**config.mk**
```make
export PLATFORM = sky130hd
export DESIGN_NAME = posi_ref_fetch
export DESIGN_NICKNAME = d
export VERILOG_FILES = /design/src/rtl/posi_ref_fetch.sv
export SDC_FILE = /design/constraint.sdc
export NUM_CORES = 1
export LEC_CHECK = 0
export ABC_AREA = 1
export BUFFER_PORTS_ARGS = -buffer_cell sky130_fd_sc_hd__buf_2
export CAP_MARGIN = 5
export CORE_AREA = 2 2 60 62
export CTS_CLUSTER_DIAMETER = 120
export DETAILED_ROUTE_END_ITERATION = 10
export DIE_AREA = 0 0 62 64
export GPL_TIMING_DRIVEN = 0
export PLACE_DENSITY = 0.85
export SYNTH_ARGS = -nofsm -noshare
export SYNTH_HDL_FRONTEND = slang
export SYNTH_SLANG_ARGS = --single-unit
```
**constraint.sdc**
```tcl
create_clock -name clk -period 4.15 [get_ports clk]
set_input_delay 1.0375 -clock clk [delete_from_list [all_inputs] [get_ports clk]]
set_output_delay 1.0375 -clock clk [all_outputs]
set_load 0.02 [all_outputs]
```
**src/rtl/posi_ref_fetch.sv**
```systemverilog
// Reference-sample fetch for the post-intra stage.
// Each accepted request reads W top-line words, then W left-column words,
// from the neighbour buffers. Each word is copied into the reference buffer:
// top words go to addresses 0..W-1 and left words go to 16..16+W-1.
module posi_ref_fetch (
    input  logic        clk,
    input  logic        rstn,
    input  logic        start_i,
    input  logic [1:0]  size_i,
    input  logic [7:0]  position_i,
    output logic        done_o,
    output logic        busy_o,
    output logic        rd_ena_o,
    output logic        rd_sel_o,
    output logic [3:0]  rd_adr_o,
    input  logic [31:0] rd_dat_i,
    output logic        ref_wen_o,
    output logic [4:0]  ref_adr_o,
    output logic [31:0] ref_dat_o
);

    typedef enum logic [1:0] {IDLE, TOP, LEFT, FLUSH} state_t;

    state_t      state_q, state_d;
    logic [3:0]  idx_q, idx_d;
    logic [1:0]  size_q, size_d;
    logic [7:0]  pos_q, pos_d;
    logic        done_q, done_d;
    logic        ref_wen_q, ref_wen_d;
    logic [4:0]  ref_adr_q, ref_adr_d;

    logic [7:0]  pos_mask;
    logic [3:0]  x4, y4;
    logic [3:0]  idx_last;

    // Derive the alignment mask and the block origin in 4-pixel units.
    // The origin comes from de-interleaving the z-scan index: even bits
    // give x and odd bits give y.
    always_comb begin
        pos_mask = 8'hFF << {size_i, 1'b0};
        x4       = {pos_q[6], pos_q[4], pos_q[2], pos_q[0]};
        y4       = {pos_q[7], pos_q[5], pos_q[3], pos_q[1]};
        case (size_q)
            2'd0:    idx_last = 4'd1;
            2'd1:    idx_last = 4'd3;
            2'd2:    idx_last = 4'd7;
            default: idx_last = 4'd15;
        endcase
    end

    // Compute the next state and the combinational read strobe, select and address.
    always_comb begin
        state_d  = state_q;
        idx_d    = idx_q;
        size_d   = size_q;
        pos_d    = pos_q;
        rd_ena_o = 1'b0;
        rd_sel_o = 1'b0;
        rd_adr_o = 4'd0;
        case (state_q)
            IDLE: begin
                if (start_i) begin
                    size_d  = size_i;
                    pos_d   = position_i & pos_mask;
                    idx_d   = 4'd0;
                    state_d = TOP;
                end
            end
            TOP: begin
                rd_ena_o = 1'b1;
                rd_adr_o = x4 + idx_q;
                if (idx_q == idx_last) begin
                    idx_d   = 4'd0;
                    state_d = LEFT;
                end else begin
                    idx_d = idx_q + 4'd1;
                end
            end
            LEFT: begin
                rd_ena_o = 1'b1;
                rd_sel_o = 1'b1;
                rd_adr_o = y4 + idx_q;
                if (idx_q == idx_last) begin
                    idx_d   = 4'd0;
                    state_d = FLUSH;
                end else begin
                    idx_d = idx_q + 4'd1;
                end
            end
            FLUSH: begin
                state_d = IDLE;
            end
            default: begin
                state_d = IDLE;
            end
        endcase
    end

    // Write-side controls lag the read by one cycle, lining up with the
    // returning read data. Bit 4 of the reference address selects the left half.
    always_comb begin
        ref_wen_d = rd_ena_o;
        ref_adr_d = {rd_sel_o, idx_q};
        done_d    = (state_q == FLUSH);
    end

    // State and pipeline registers.
    always_ff @(posedge clk or negedge rstn) begin
        if (!rstn) begin
            state_q   <= IDLE;
            idx_q     <= 4'd0;
            size_q    <= 2'd0;
            pos_q     <= 8'd0;
            done_q    <= 1'b0;
            ref_wen_q <= 1'b0;
            ref_adr_q <= 5'd0;
        end else begin
            state_q   <= state_d;
            idx_q     <= idx_d;
            size_q    <= size_d;
            pos_q     <= pos_d;
            done_q    <= done_d;
            ref_wen_q <= ref_wen_d;
            ref_adr_q <= ref_adr_d;
        end
    end

    assign done_o    = done_q;
    assign busy_o    = (state_q != IDLE);
    assign ref_wen_o = ref_wen_q;
    assign ref_adr_o = ref_adr_q;
    assign ref_dat_o = rd_dat_i;

endmodule

```
==> impl_metrics.yaml <==
floorplan:
  rows: 21
  die_h_um: 64
  coreArea_sq_um: 3284
  design.portCount: 91
  initial_core_util: 0.4339
  die-area_sq_um: 3968
  die_w_um: 62
critical_path:
  ff2ff_setup_slack_ps: 2590
  critPathKind: "register to primary output"
  arrival_ps: 2370
  required_ps: 3110
  crit_start: "state_q[0]"
  critPathMaxFanout: 9
  end_kind: "primary output"
  cp-start-kind: "register"
  timing.rr.start: "state_q[0]"
finish:
  nets: 285
  final_common_cell: "buf_2"
  drive_above_1_share: 0.4609
  area_growth_pct: 26.34
  fillerInstances: 330
  diodes: 0
  layout_common_cells: "buf_2 (59), nand2_1 (34), buf_4 (32), dfrtp_1 (23), inv_1 (17)"
  final_core_util: 0.5482
drt:
  dr.pass1.iters: 3
  drt-total-wl_um: 2579
  post_drt_via_cell_ratio: 4.236
  drc: 0
  ant_nets: 0
  wire_per_inst_um: 9.344
  drt_iter0_markers: 22
  vias: 1169
yosys:
  syn_nets: 222
  syn_area_sq_um: 1425
  ys_seq_elements: 23
  synthCells: 168
  synth_seq_area_share: 0.4039
  syn_area_per_cell_sq_um: 8.483
  yosys_warnings: 0
  synth_cell_types: 25
clocking:
  clk_pin_slew_ps: 120
  cts_tree: "built"
  holdBufCountCts: 0
  clock_sink_count: 23
  cts-root-buf: "clkbuf_4"
  clockBufferDepth: 2
  insertion_delay_ps: 310
  htreeDepth: 1
  cts_setup_buffers: 0
  cts.repair.resized: 0
  numCtsBuffers: 3
sta:
  fmax_mhz: 293.5
  rsz0062_at_grt: "no"
  setup_violations: 0
  finClkSkew_ps: 4.613
  fin_hold_ws_ps: 497.1
  slew_headroom: 0.6693
  fin_crit_sh: 0.8211
  final.setup.tns_ps: 0
  hold_viol_final: 0
  drv_slew: 0
  period_minus_slack_ps: 3408
  worstMarginPinSlew_ps: 496.1
grt:
  grt_max_degree: 24
  grt-ovfl-total: 0
  grt_antenna_before_repair: 0
  grt_pass1_vias: 1040
  gr-usage-all-layers: 0.1373
  grt_first_pass_wirelength_um: 4202
run_status:
  outcome: "completed"
placed_design:
  hpwl_um: 2170
  gp_congestion: 0.7561
  io_buffers: 58
power:
  p_leak_uw: 0.001043
  total_power_uw: 1231
  p_per_area_nw_per_um2: 683.8
  vdd_drop_max_mv: 0.5338
min_path:
  min_path_type: "register to register"
  hp-start: "pos_q[6]"
flow_run:
  maxCapViolations: 0
[metrics by stage]
step | std cells | setup slack [ps] | area [sq um]
finish | 276 | 742.5 | 1800
global route | 276 | 445.7 | 1800
CTS | 276 | 724.4 | 1800
detailed placement | 272 | 1085 | 1773
global placement | 272 | 1086 | 1773
floorplan | 168 | 1078 | 1425
[power by group]
group / total [uW] / internal (uW) / switching [uW]
clock: 100 / 36.0 / 64.4
combinational: 737 / 273 / 464
sequential: 394 / 324 / 70.3
[worst max-delay path: stages (launching register included)]
cell	delay, ps
dfrtp_1	410
inv_1	80
ha_1	210
buf_2	180
o21ai_0	180
ha_1	180
inv_1	50
fa_1	370
o21ai_0	180
a21oi_1	50
buf_2	160
[state kept, by name, summed over array words and instances (netlist names)]
signal     count
ref_wen_o      1
pos_q          8
state_q        2
done_o         1
idx_q          4
size_q         2
ref_adr_o      5
[final timing paths]
| kind | end | cells after the start |
|---|---|---|
| max | rd_adr_o[2] | 10 |
| min | pos_q[6] | 2 |
| max reg2reg | idx_q[2] | 6 |
| min reg2reg | pos_q[6] | 2 |
| max in group asynchronous | pos_q[6] | 1 |
| min in group asynchronous | ref_adr_o[0] | 1 |
[Yosys cell counts (all sizes together)]
library cell | number | area [sq um]
nand2 | 37 | 146.4
buf | 34 | 256.5
dfrtp | 23 | 575.6
inv | 20 | 75.07
nor2 | 11 | 51.30
o21ai | 10 | 53.80
a21oi | 9 | 45.04
ha | 8 | 100.1
nand3 | 8 | 45.04
xor2 | 2 | 17.52
a22o | 1 | 8.760
a32o | 1 | 10.01
fa | 1 | 20.02
o21bai | 1 | 7.510
o22ai | 1 | 6.260
or2 | 1 | 6.260
[per-layer routing]
| layer | part of all wire | track usage | up-vias |
|---|---|---|---|
| li1 | - | - | 618 |
| met1 | 0.43 | 0.1752 | 499 |
| met2 | 0.47 | 0.2240 | 50 |
| met3 | 0.096 | 0.04656 | 2 |
| met4 | 0.0039 | 0.02394 | 0 |
| met5 | 0 | 0 | - |
[cell families (layout without fill, tap and decap cells)]
kind of cell             count (synthesis)  in the layout  synth area share
flip-flops                              23             23            0.4039
adder cells (fa/ha/maj)                  9              9           0.08429
AND/OR/NAND/NOR                         57             57            0.1747
buffers and inverters                   54            116            0.2327
XOR/XNOR                                 2              2           0.01229
AO/OA/AOI/OAI                           23             23           0.09219
[layout make-up]
class	instances	area, sq um	share of cell area
repair buffers	58	290.3	0.1612
flip-flops and latches	23	575.6	0.3197
clock buffers	3	22.52	0.01251
multi-input cells	91	518.0	0.2877
plain buffers	34	256.5	0.1425
inverters	20	75.07	0.04170
well taps	46	57.56	0.03197
clock inverters	1	5.005	0.002780
Note: power is estimated with default switching activity, not from simulation.
